$ cat src/rtl/clock_pkg.sv
// Constants and types shared by the digital-clock stages and the display driver.
// bcd_t is laid out tens-first so that it maps MSB-first onto the count_bcd port.
package clock_pkg;

  localparam int SIXTY_MODULUS = 60;
  localparam int SIXTY_WIDTH   = 6;

  typedef struct packed {
    logic [2:0] tens;
    logic [3:0] ones;
  } bcd_t;

  function automatic bcd_t to_bcd(input logic [SIXTY_WIDTH-1:0] v);
    bcd_t b;
    b.tens = 3'(v / SIXTY_WIDTH'(10));
    b.ones = 4'(v % SIXTY_WIDTH'(10));
    return b;
  endfunction

endpackage

$ cat src/rtl/sixty_edge_det.sv
// Rising-edge detector: previous-value flop plus a one-cycle pulse.
// The flop tracks the input during reset, so a level held across release gives no edge.
module sixty_edge_det (
  input  logic Clk,
  input  logic Reset,
  input  logic in_i,
  output logic edge_o
);

  logic prev_q;

  always_ff @(posedge Clk) begin
    prev_q <= in_i;
  end

  assign edge_o = in_i & ~prev_q & ~Reset;

endmodule

$ cat src/rtl/sixty_counter.sv
// Modulo-MODULUS counter with tick, add and subtract edges and a registered carry pulse.
// Define SIXTY_BCD_EN to add the registered count_bcd output (tens/ones digits).
module sixty_counter
  import clock_pkg::*;
#(
  parameter int MODULUS = SIXTY_MODULUS,
  parameter int WIDTH   = SIXTY_WIDTH
) (
  input  logic             Clk,
  input  logic             Reset,
  input  logic             Sixty_in,
  input  logic             Add,
  input  logic             Subtract,
  output logic             Sixty_out,
  output logic [0:WIDTH-1] count
`ifdef SIXTY_BCD_EN
  ,
  output logic [0:6]       count_bcd
`endif
);

  localparam logic [WIDTH:0] MOD_W = (WIDTH+1)'(MODULUS);
  localparam logic [WIDTH:0] MAX_W = (WIDTH+1)'(MODULUS - 1);

  logic             tick_e, add_e, sub_e;
  logic [WIDTH-1:0] count_q, count_d;
  logic             carry_q, carry_d;
  logic [WIDTH:0]   up_sum, raw_sum, wrapped;

  function automatic logic [WIDTH:0] wrap_mod(input logic [WIDTH:0] v);
    return (v >= MOD_W) ? v - MOD_W : v;
  endfunction

  sixty_edge_det u_tick (.Clk(Clk), .Reset(Reset), .in_i(Sixty_in), .edge_o(tick_e));
  sixty_edge_det u_add  (.Clk(Clk), .Reset(Reset), .in_i(Add),      .edge_o(add_e));
  sixty_edge_det u_sub  (.Clk(Clk), .Reset(Reset), .in_i(Subtract), .edge_o(sub_e));

  // Stage 0: combine edges into the next count; carry only when a tick crosses MODULUS
  always_comb begin
    up_sum  = {1'b0, count_q} + {{WIDTH{1'b0}}, tick_e} + {{WIDTH{1'b0}}, add_e};
    raw_sum = up_sum;
    if (sub_e) begin
      raw_sum = (up_sum == '0) ? MAX_W : up_sum - 1'b1;
    end
    wrapped = wrap_mod(raw_sum);
    count_d = wrapped[WIDTH-1:0];
    carry_d = tick_e & (raw_sum >= MOD_W);
  end

`ifdef SIXTY_BCD_EN
  bcd_t bcd_q;
`endif

  // Stage 1: registered count, carry and optional BCD digits
  always_ff @(posedge Clk) begin
    if (Reset) begin
      count_q <= '0;
      carry_q <= 1'b0;
`ifdef SIXTY_BCD_EN
      bcd_q   <= '0;
`endif
    end else begin
      count_q <= count_d;
      carry_q <= carry_d;
`ifdef SIXTY_BCD_EN
      bcd_q   <= to_bcd(SIXTY_WIDTH'(count_d));
`endif
    end
  end

  assign count     = count_q;
  assign Sixty_out = carry_q;
`ifdef SIXTY_BCD_EN
  assign count_bcd = bcd_q;
`endif

endmodule

$ cat config.mk
export PLATFORM = sky130hd
export DESIGN_NAME = sixty_counter
export DESIGN_NICKNAME = d
export VERILOG_FILES = /design/src/rtl/clock_pkg.sv /design/src/rtl/sixty_edge_det.sv /design/src/rtl/sixty_counter.sv
export SDC_FILE = /design/constraint.sdc
export NUM_CORES = 1
export LEC_CHECK = 0
export BUFFER_PORTS_ARGS = -buffer_cell sky130_fd_sc_hd__buf_2
export CAP_MARGIN = 20
export CORE_AREA = 3 3 58 60
export CTS_CLUSTER_DIAMETER = 100
export DETAILED_ROUTE_END_ITERATION = 16
export DIE_AREA = 0 0 61 63
export PLACE_DENSITY = 0.5
export SETUP_SLACK_MARGIN = 0.1
export SYNTH_ARGS = -nofsm -noshare
export SYNTH_HDL_FRONTEND = slang
export SYNTH_SLANG_ARGS = --single-unit
$ cat constraint.sdc
create_clock -name Clk -period 4.6 [get_ports Clk]
set_clock_uncertainty 0.1 [all_clocks]
set_input_delay 0.23 -clock Clk [delete_from_list [all_inputs] [get_ports Clk]]
set_output_delay 0.23 -clock Clk [all_outputs]
set_load 0.01 [all_outputs]
; Yosys cells after proc, flatten, opt, wreduce, memory -nomap -nowiden
; Cells that the tools add are included.
[word_totals]
input_bits = 5
wordCells = 25
register_bits = 10
[op_classes]
muxes = 3
bitwise = 11
add_sub_neg = 4
n_reduce_logical = 1
magnitude_cmp = 1
[ops]
columns = op, count
row1 = 7-bit 2-to-1 mux, 2
row2 = 6-bit by 1-bit adder with 7-bit output, 1
row3 = 7-bit by 1-bit adder with 7-bit output, 1
row4 = 1-bit bitwise AND, 7
row5 = "7-bit by 6-bit greater-or-equal comparator with 1-bit output, second input constant", 1
row6 = 7-bit logical NOT, 1
row7 = "7-bit by 1-bit subtractor with 7-bit output, second input constant", 1
row8 = 6-bit 2-to-1 mux, 1
row9 = "6-bit subtractor, second input constant", 1
row10 = 1-bit NOT, 4

; Logic depth before layout (Yosys ltp)
; Gate-level depths: netlist of run 1.
[logic_depth]
ltp_word = 10
mapped_depth = 17

; Modules after synthesis
; From an unflattened synthesis of run 1, not the netlist that was laid out.
[unflattened]
cells_unflattened = 93
area_unflattened_um2 = 819.5
[modules_own_cells]
columns = module, area_per_inst_um2, cells_each, instances
row1 = sixty_counter, 721.9, 87, 1
row2 = sixty_edge_det, 32.5, 2, 3

; Worst setup path after synthesis of run 1
; OpenSTA, ideal clock, no wires.
[synth_timing]
path_kind = in2reg
from = input Reset
to = register count_q[3], in the netlist count[2]
arrival_time_ns = 2.918
slack_ns = 1.464
required_ns = 4.381
cell_stages = 17
path_buffers = 1
cell_sequence = buf_6 -> inv_1 -> nand3_1 -> fa_1 -> inv_1 -> ha_1 -> nor2b_1 -> nand2_1 -> mux2i_1 -> a22oi_1 -> xor2_1 -> nand2_1 -> ha_1 -> nand2_1 -> o211a_1 -> o31a_1 -> o221a_1
[synth_via]
elab_chain_cells = 9
word_cells_on_any_way = 13
classes_between = 4 x add/sub / 1 x order compare / 3 x mux / 4 x bitwise / 1 x reduce/logical
[synth_lines]
columns = item, line
row1 = "start, declared", sixty_counter.sv:10  ; input logic Reset,
row2 = 1-bit NOT, sixty_edge_det.sv:16  ; assign edge_o = in_i & ~prev_q & ~Reset;
row3 = 1-bit bitwise AND, sixty_edge_det.sv:16
row4 = 6-bit by 1-bit adder with 7-bit output, sixty_counter.sv:40  ; up_sum = {1'b0, count_q} + {{WIDTH{1'b0}}, tick_e} + {{WIDTH{1'b0}}, add_e};
row5 = 7-bit by 1-bit adder with 7-bit output, sixty_counter.sv:40
row6 = 7-bit by 1-bit subtractor with 7-bit output / 7-bit logical NOT (equally long branches), sixty_counter.sv:43  ; raw_sum = (up_sum == '0) ? MAX_W : up_sum - 1'b1;
row7 = 7-bit 2-to-1 mux, sixty_counter.sv:43
row8 = 7-bit 2-to-1 mux, sixty_counter.sv:42  ; if (sub_e) begin
row9 = 6-bit subtractor / 7-bit by 6-bit greater-or-equal comparator with 1-bit output (equally long branches), sixty_counter.sv:31  ; return (v >= MOD_W) ? v - MOD_W : v;
row10 = 6-bit 2-to-1 mux, sixty_counter.sv:31
row11 = "end signal, assigned", sixty_counter.sv:63  ; count_q <= count_d;
row12 = "end, declared", sixty_counter.sv:26  ; logic [WIDTH-1:0] count_q, count_d;
; Several ways; a longest one is shown, not always the timed one.
; A chain may end at the register's enable or synchronous reset.

; Worst setup path in the final report of run 1
[layout_timing]
from = input Add
to = register count_q[2], in the netlist count[3]
[layout_via]
elab_chain_cells = 8
word_cells_on_any_way = 10
classes_between = 3 x add/sub / 1 x order compare / 3 x mux / 2 x bitwise / 1 x reduce/logical
[layout_lines]
columns = item, line
row1 = "start, declared", sixty_counter.sv:12  ; input logic Add,
row2 = 1-bit bitwise AND * (2 in a row), sixty_edge_det.sv:16
row3 = 7-bit by 1-bit adder with 7-bit output *, sixty_counter.sv:40
row4 = 7-bit by 1-bit subtractor with 7-bit output / 7-bit logical NOT (equally long branches), sixty_counter.sv:43
row5 = 7-bit 2-to-1 mux, sixty_counter.sv:43
row6 = 7-bit 2-to-1 mux *, sixty_counter.sv:42
row7 = 6-bit subtractor / 7-bit by 6-bit greater-or-equal comparator with 1-bit output (equally long branches), sixty_counter.sv:31
row8 = 6-bit 2-to-1 mux *, sixty_counter.sv:31
; Mark *: on every way between the ends. The rest lies on a longest branch, timed or not.

==> metrics, run 1 <==
core area=2980 um^2; HP Class=input pin to flop; area delta synth->final=15.8%; Cell Rows=20; DR WL/cell=12.7 um; CTS Buffer Depth=2; initial drt markers=28; clk sinks=10; Layout Nets=129; synth warn=0; CTS buffer count=3; FFs w/ async S/R, synth=0%; Pins Over Slew Limit=0; Via Count=770; gr usage total=11.4%; Residual DRC=0; worst slew pin tran=0.588 ns; Critical Path RT=4.69 ns; endpoints failing setup=0; DR vias/cell=5.10; share of layout cells above drive strength 1=17.8%; n_diodes=0; area of the multi-input gates=613 um^2; status=completed; Core Util, Final=33.7%; post-synthesis sequential area ratio=23.1%; die width=61 um; Post-CTS Setup Bufs=0; Worst VDD drop=0.000166 V; CP startpoint kind=input pin; Max-Cap Viols=0; Total Power=0.339 mW; vias in the first global route=768; Post-Synthesis Cells=104; CP Max Fanout=8; CTS root buffer=clkbuf_4; Finished Cell Area=1000 um^2; PortBufs=11; antenna violations before repair=0; Seq. cell area=200 um^2; CTS tree=yes; P per Cell Area=338 nW/um^2; Worst Setup End Kind=flop; Leak=0.447 nW; Max Freq=273 MHz; clk slew on worst S/H paths=0.06 ns; total grt overflow=0; most frequent cells in the layout=11 x nand2_1, 11 x buf_2, 10 x dfxtp_1; kind of critical path=input pin to flop; Final Hold Vio Count=0; worst skew pair latency=0.26 ns; syn_area_per_cell=8.33 um^2; ys flop type=dfxtp_1; Post-synth EDFFs=0; largest net degree at the start of global routing=12; Routed Wire Length=1910 um; Die H=63 um; half-perimeter wire length after placement=1520 um; Synth Register Bits=10; drt pass-1 iters=5; Routed Antenna Nets=0; Sum Neg Setup Slack=0 ns; fin crit share=79.7%; RSZ-0062 raised after global routing=false; I/O pin count=12; Placed Area=936 um^2; Mapped Area=866 um^2; RePlAce Congestion=0.837; Relative slew margins=60.6%; global-route wire length before repair=3420 um; # fillers=300; initial core utilization=29.1%; post-synth cell types=39; H-tree level count=1; die area=3840 um^2; fin crit period=3.67 ns; Worst EP arrival=3.76 ns; syn nets=114
-- per-layer routing --
layer | vias to the layer above | routed length [um] | GRT usage (%) | share of wire (%)
li1 | 398 | - | - | -
met1 | 343 | 938 | 15.3 | 49
met2 | 23 | 840 | 16.8 | 44
met3 | 6 | 90 | 1.86 | 4.7
met4 | 0 | 43 | 6.23 | 2.2
met5 | - | 0 | 0 | 0
-- layout make-up --
type                    instances  share of cell area (%)
clock buffers                   4                    3.62
inverters                       7                    2.62
multi-input cells              83                    61.2
flip-flops and latches         10                    20.0
well taps                      33                    4.12
repair buffers                 14                    8.49
-- stage by stage --
step                      hold WS (ns)  setup slack, ns  instances
after detailed placement         0.251            0.999        144
after global routing             0.170            0.664        151
after CTS                     0.000313            0.933        150
after global placement           0.249             1.06        144
after floorplan                  0.158             1.46        104
final                            0.173            0.932        151
-- cells in the mapped netlist (all sizes together), types with 2 or more instances --
master  count  area [um^2]
o22ai       2         12.5
o21ai       3         15.0
nor2        9         33.8
a31o        2         17.5
ha          4         50.1
inv         7         26.3
buf         4         26.3
xnor2       6         52.6
o211a       2         20.0
xor2        3         26.3
nor3        2         10.0
dfxtp      10          200
nand3b      2         15.0
a21oi       4         23.8
mux2i       5         50.1
nand3       7         35.0
nand2b      3         18.8
or3         2         17.5
nand2      11         41.3
-- cell families after synthesis --
| group | after synthesis | synth area share, % |
|---|---|---|
| multiplexers | 5 | 5.78 |
| buffers and inverters | 11 | 6.07 |
| adder cells (fa/ha/maj) | 5 | 8.09 |
| flip-flops | 10 | 23.1 |
| AO/OA/AOI/OAI | 22 | 21.2 |
| AND/OR/NAND/NOR | 42 | 26.6 |
| XOR/XNOR | 9 | 9.10 |
-- registers in the layout (all words and copies together), names as in the netlist --
name	cells
u_add.prev_q	1
count	6
u_sub.prev_q	1
Sixty_out	1
u_tick.prev_q	1
-- final timing paths --
path	cells after the start	slack (ns)	endpoint	startpoint
worst max-delay path	15	0.93	count[3]	Add
worst min-delay path	2	0.17	count[4]	Reset
worst max register to register	14	1.18	count[3]	u_tick.prev_q
worst min register to register	3	0.44	Sixty_out	u_tick.prev_q
-- worst max-delay path, cell delays in order --
cell           delay (ns)
dlygate4sd3_1        0.52
buf_2                0.10
nand3_1              0.09
fa_1                 0.44
inv_1                0.07
ha_1                 0.33
nand2_1              0.20
and3_1               0.24
o211ai_1             0.49
nand2_1              0.12
ha_1                 0.26
nand2_1              0.09
o211a_1              0.16
o31a_1               0.20
mux2i_1              0.20
-- power by group --
part           internal, mW  leakage (nW)  switching (mW)
combinational        0.0685         0.344          0.0771
sequential           0.0969        0.0826          0.0183
clock                0.0480        0.0210          0.0299
total                 0.213         0.447           0.125
-- repair_timing --
item	in CTS	in global routing
endpoints found under the hold margin	2	1
hold buffers	2	1
resized for setup	0	0
setup endpoints to repair	0	0
No activity file was read; power rests on OpenSTA's default activity.
==> run 2: changes to the inputs <==
PLACE_DENSITY = 0.52   (was 0.5)
clock period = 3 ns   (was 4.6 ns; I/O delays follow)
==> metrics, run 2 (synthesis results as in run 1) <==
status=complete, but fails checks; violations in the final reports=setup timing; Max Freq=329 MHz; CP startpoint kind=flop; CTS root buffer=clkbuf_4; Logic pwr share=56.7%; number of flip-flops in the largest register=6; global-route wire length before repair=4570 um; Pins Over Slew Limit=0; worst hold path cell count=3; top layer in use=met4; Worst Setup End Kind=flop; antenna violations before repair=0; Via Count=976; Routed Wire Length=2770 um; sequential share of power=27.5%; PnR worst setup slack=-0.0367 ns; share of layout cells above drive strength 1=50.6%; Worst VDD drop=0.000264 V; clock network fraction of total power=15.8%; clk slew on worst S/H paths=0.07 ns; RePlAce Congestion=0.798; H-tree level count=1; internal power=0.387 mW; Leak=0.658 nW; CP top delay family=compound AO/OA/AOI/OAI gates; Layout Nets=174; DR WL/cell=14.2 um; most common cell after layout, fill and taps aside=buf_4; wire length on met2=1470 um; Hold Crit Start=Reset; n_diodes=0; r2r startpoint=u_tick.prev_q; most repeated library cell on the critical path=nor2_1; routed length on met3=101 um; dpl ws=-0.0768 ns; Die H=63 um; Routed Antenna Nets=0; CTS tree=yes; core area=2980 um^2; Residual DRC=0; most frequent cells in the layout=43 x buf_4, 11 x buf_2, 10 x dfxtp_1; HP Class=input pin to flop; total grt overflow=0; Final Hold Vio Count=0; worst skew pair latency=0.28 ns; Net Sw Power=0.236 mW; CP Max Fanout=4; hold path endpoint=count[4]; Placed Area=1080 um^2; WP buf/inv=1; initial core utilization=29.1%; PortBufs=11; switching share of power=37.9%; Worst EP arrival=3.11 ns; largest net degree at the start of global routing=11; vias in the first global route=1058; kind of critical path=flop to flop; flop2flop setup slack=-0.04 ns; Hold Slack=0.112 ns; fin crit share=101%; I/O pin count=12; drt pass-1 iters=4; endpoints failing setup=2; Finished Cell Area=1410 um^2; Relative slew margins=73.6%; die width=61 um; area delta synth->final=62.4%; clk sinks=10; initial drt markers=38; half-perimeter wire length after placement=1800 um; max incr delay on CP=0.37 ns; CTS Buffer Depth=2; reg-to-reg endpoint=count[2]; DR vias/cell=5.01; Sum Neg Setup Slack=-0.0639 ns; worst setup path start=u_tick.prev_q; Critical Path RT=3.07 ns; CTS buffer count=3; RSZ-0062 raised after global routing=true; Cell Rows=20; Core Util, Final=47.2%; Max-Cap Viols=0; worst slew pin tran=0.396 ns; Post-Route M1 WL=1090 um; fin crit period=3.04 ns; crit-path cells=nor2_1, nand2_1, fa_2, buf_4, and4b_1, and2_4, nor2_1, o211a_1, nor2_1, ha_2, nand2_2, o211a_1, o31a_1, o221a_1; CP max stage cell=fa_2; die area=3840 um^2; R2R depth=14; P per Cell Area=444 nW/um^2; gr usage total=15.9%
-- run 2: layout make-up --
cell class / count / area (um^2)
Sequential cell: 10 / 200
Clock buffer: 3 / 22.5
Timing Repair Buffer: 59 / 430
Multi-Input combinational cell: 83 / 686
Fill cell: 276 / 1570
Tap cell: 33 / 41.3
Inverter: 7 / 26.3
-- run 2: timing repair --
action,4_1_cts,5_1_grt
hold buffers,3,0
buffers inserted,26,2
setup endpoints to repair,5,5
endpoints found under the hold margin,3,0
pin swaps,14,7
resized for setup,12,5
-- run 2: layer usage --
layer / vias up / global-route usage (%)
met5: - / 0
met4: 0 / 13.0
met3: 8 / 3.31
met2: 24 / 25.8
met1: 458 / 16.9
li1: 486 / -
-- run 2: worst register-to-register path, delay by kind of cell (launching register included) --
kind                     cells  cell delay [ns]
buffers and inverters        1             0.15
AO/OA/AOI/OAI                4             0.93
flip-flops                   1             0.30
AND/OR/NAND/NOR              7             0.88
adder cells (fa/ha/maj)      2             0.57
-- run 2: worst max path at each step --
stage,to,depth (start not counted),slack [ns]
after global placement,count[3],17,-0.1
after global routing,count[2],16,-0.23
after detailed placement,count[3],17,-0.08
final,count[2],14,-0.04
after CTS,count[2],16,-0.04
after floorplan,count[2],15,0.02
-- run 2: metrics by stage --
step,std cells,power (mW)
after floorplan,104,0.356
after global placement,162,0.439
after detailed placement,162,0.442
after CTS,194,0.611
after global routing,195,0.669
final,195,0.624
-- run 2: power by group through the flow --
stage | registers (mW) | logic, mW | clock network (mW)
floorplan | 0.170 | 0.186 | 0
global placement | 0.174 | 0.265 | 0
detailed placement | 0.173 | 0.269 | 0
CTS | 0.171 | 0.339 | 0.101
global route | 0.175 | 0.384 | 0.110
finish | 0.172 | 0.353 | 0.0988
==> run 3: changes to the inputs <==
ABC_AREA = 1   (was unset)
CORE_AREA = 3 3 57 59   (was 3 3 58 60)
DIE_AREA = 0 0 60 62   (was 0 0 61 63)
==> metrics, run 3 <==
Routed Wire Length=2060 um; antenna violations before repair=0; synth warn=0; Post-Synth XOR/XNOR Area=4.06%; Max Freq=349 MHz; Residual DRC=0; H-tree level count=1; core area=2760 um^2; largest area contributor in the netlist=dfxtp_1; total grt overflow=0; n_diodes=0; Hold Slack=0.0589 ns; Via Count=839; endpoints failing setup=0; largest cells by area after synthesis=dfxtp_1 24%, nand2_1 11%, inv_1 8.6%; most frequent cells in the layout=20 x nand2_1, 15 x nand2_2, 14 x buf_4; Die H=62 um; DR WL/cell=11.4 um; PnR worst setup slack=0.132 ns; Finished Cell Area=1220 um^2; Total Power=0.542 mW; initial drt markers=13; Post-Synthesis Cells=118; worst skew pair latency=0.27 ns; CTS Buffer Depth=2; FFs w/ async S/R, synth=0%; number of flip-flops in the largest register=6; Placed Area=971 um^2; CP Max Fanout=3; Worst EP arrival=2.97 ns; Max-Cap Viols=0; worst slew pin tran=0.288 ns; ys flop type=dfxtp_1; die area=3720 um^2; status=completed; R2R depth=18; CP startpoint kind=flop; Compound-Gate Fraction of Synth Area=4.96%; area delta synth->final=47.1%; Relative slew margins=80.8%; clk slew on worst S/H paths=0.07 ns; Worst VDD drop=0.000268 V; Routed Antenna Nets=0; Synth Register Bits=10; gr usage total=12.6%; RSZ-0062 raised after global routing=true; syn_area_per_cell=7.05 um^2; Core Util, Final=44.4%; Sum Neg Setup Slack=0 ns; Leak=0.578 nW; Critical Path RT=3.11 ns; area of the multi-input gates=668 um^2; half-perimeter wire length after placement=1470 um; most common cell after layout, fill and taps aside=nand2_1; Mapped Area=832 um^2; proportion of synthesized area in mux cells=0%; die width=60 um; vias in the first global route=850; worst hold path cell count=3; initial core utilization=30.2%; I/O pin count=12; fin cells=181; Final Hold Vio Count=0; clk sinks=10; CTS tree=yes; CTS root buffer=clkbuf_4; dpl ws=-0.0328 ns; P per Cell Area=443 nW/um^2; share of layout cells above drive strength 1=57.3%; DP Cell Count=166; post-synth cell types=22; CTS buffer count=3; Worst Setup End Kind=flop; Seq. cell area=201 um^2; largest net degree at the start of global routing=8; # fillers=276; drt pass-1 iters=4; fin crit period=2.87 ns; post-synth top area share=24.1%; Post-synth EDFFs=0; DR vias/cell=4.64; Cell Rows=19; largest family of logic cells by synthesized area=simple AND/OR/NAND/NOR gates; Commonest cells post-synth=24 x nand2_1, 19 x inv_1, 11 x nand2_2; HP Class=input pin to flop; kind of critical path=flop to flop; Layout Nets=162; Pins Over Slew Limit=0; fin crit share=95.6%; syn nets=128; global-route wire length before repair=3450 um; PortBufs=11; RePlAce Congestion=0.795; simple-gate share of the synthesized area=48.1%; post-synthesis sequential area ratio=24.1%; Synth Area in Adders=8.42%; cell with the most instances after synthesis=nand2_1
-- run 3: cell count changes after synthesis, sizes merged, moves of 3 or more --
cell / previous run / this run
nand2b: 3 / 0
mux2i: 5 / 0
buf: 4 / 0
nand3: 7 / 13
xnor2: 6 / 0
inv: 7 / 23
nand4: 0 / 6
nand2: 11 / 37
-- run 3: final cells by class --
cell class              count  share of cell area, %
flip-flops and latches     10                   16.5
inverters                  23                   7.46
well taps                  31                   3.17
clock buffers               3                   1.84
multi-input cells          85                   54.6
repair buffers             29                   16.5
-- run 3: path summary, 6_finish.rpt --
path / from / endpoint / slack (ns)
setup / recovery: u_add.prev_q / count[1] / 0.13
hold / removal: Sixty_in / Sixty_out / 0.06
setup reg to reg: u_add.prev_q / count[1] / 0.13
hold reg to reg: u_tick.prev_q / Sixty_out / 0.40
-- run 3: kinds of logic after synthesis --
group	after synthesis
AO/OA/AOI/OAI	7
XOR/XNOR	3
buffers and inverters	23
adder cells (fa/ha/maj)	5
AND/OR/NAND/NOR	70
flip-flops	10
-- run 3: repair_timing --
item | CTS | global route
hold endpoints to repair | 3 | 0
gates resized for setup | 15 | 22
setup endpoints to repair | 4 | 4
pin swaps | 16 | 23
gates cloned | 0 | 0
hold buffers | 3 | 0
setup buffers | 5 | 6
-- run 3: worst max-delay path: stages, from the launching register on --
cell and delay [ns]:
dfxtp_1 0.29, nand3b_1 0.17, fa_2 0.42, inv_4 0.08, ha_4 0.20, inv_4 0.06, buf_4 0.13, ha_4 0.13
nand4_1 0.12, nand2_1 0.10, nand2_1 0.06, nand2_2 0.10, inv_2 0.06, ha_4 0.15, buf_4 0.12, buf_4 0.13
xor2_2 0.17, nand2_2 0.07, a21oi_2 0.13
-- run 3: where the power goes --
| group | internal [mW] | switching (mW) | total (mW) | leakage (nW) |
|---|---|---|---|---|
| logic | 0.125 | 0.156 | 0.281 | 0.482 |
| clock network | 0.0465 | 0.0501 | 0.0966 | 0.0138 |
| registers | 0.148 | 0.0163 | 0.164 | 0.0826 |
| total | 0.319 | 0.223 | 0.542 | 0.578 |
-- run 3: routing by layer --
| layer | vias to the layer above | routed length, um | global-route usage (%) |
|---|---|---|---|
| met3 | 4 | 76 | 2.07 |
| met4 | 0 | 34 | 8.23 |
| met5 | - | 0 | 0 |
| met1 | 383 | 879 | 13.9 |
| li1 | 436 | - | - |
| met2 | 16 | 1070 | 22.4 |
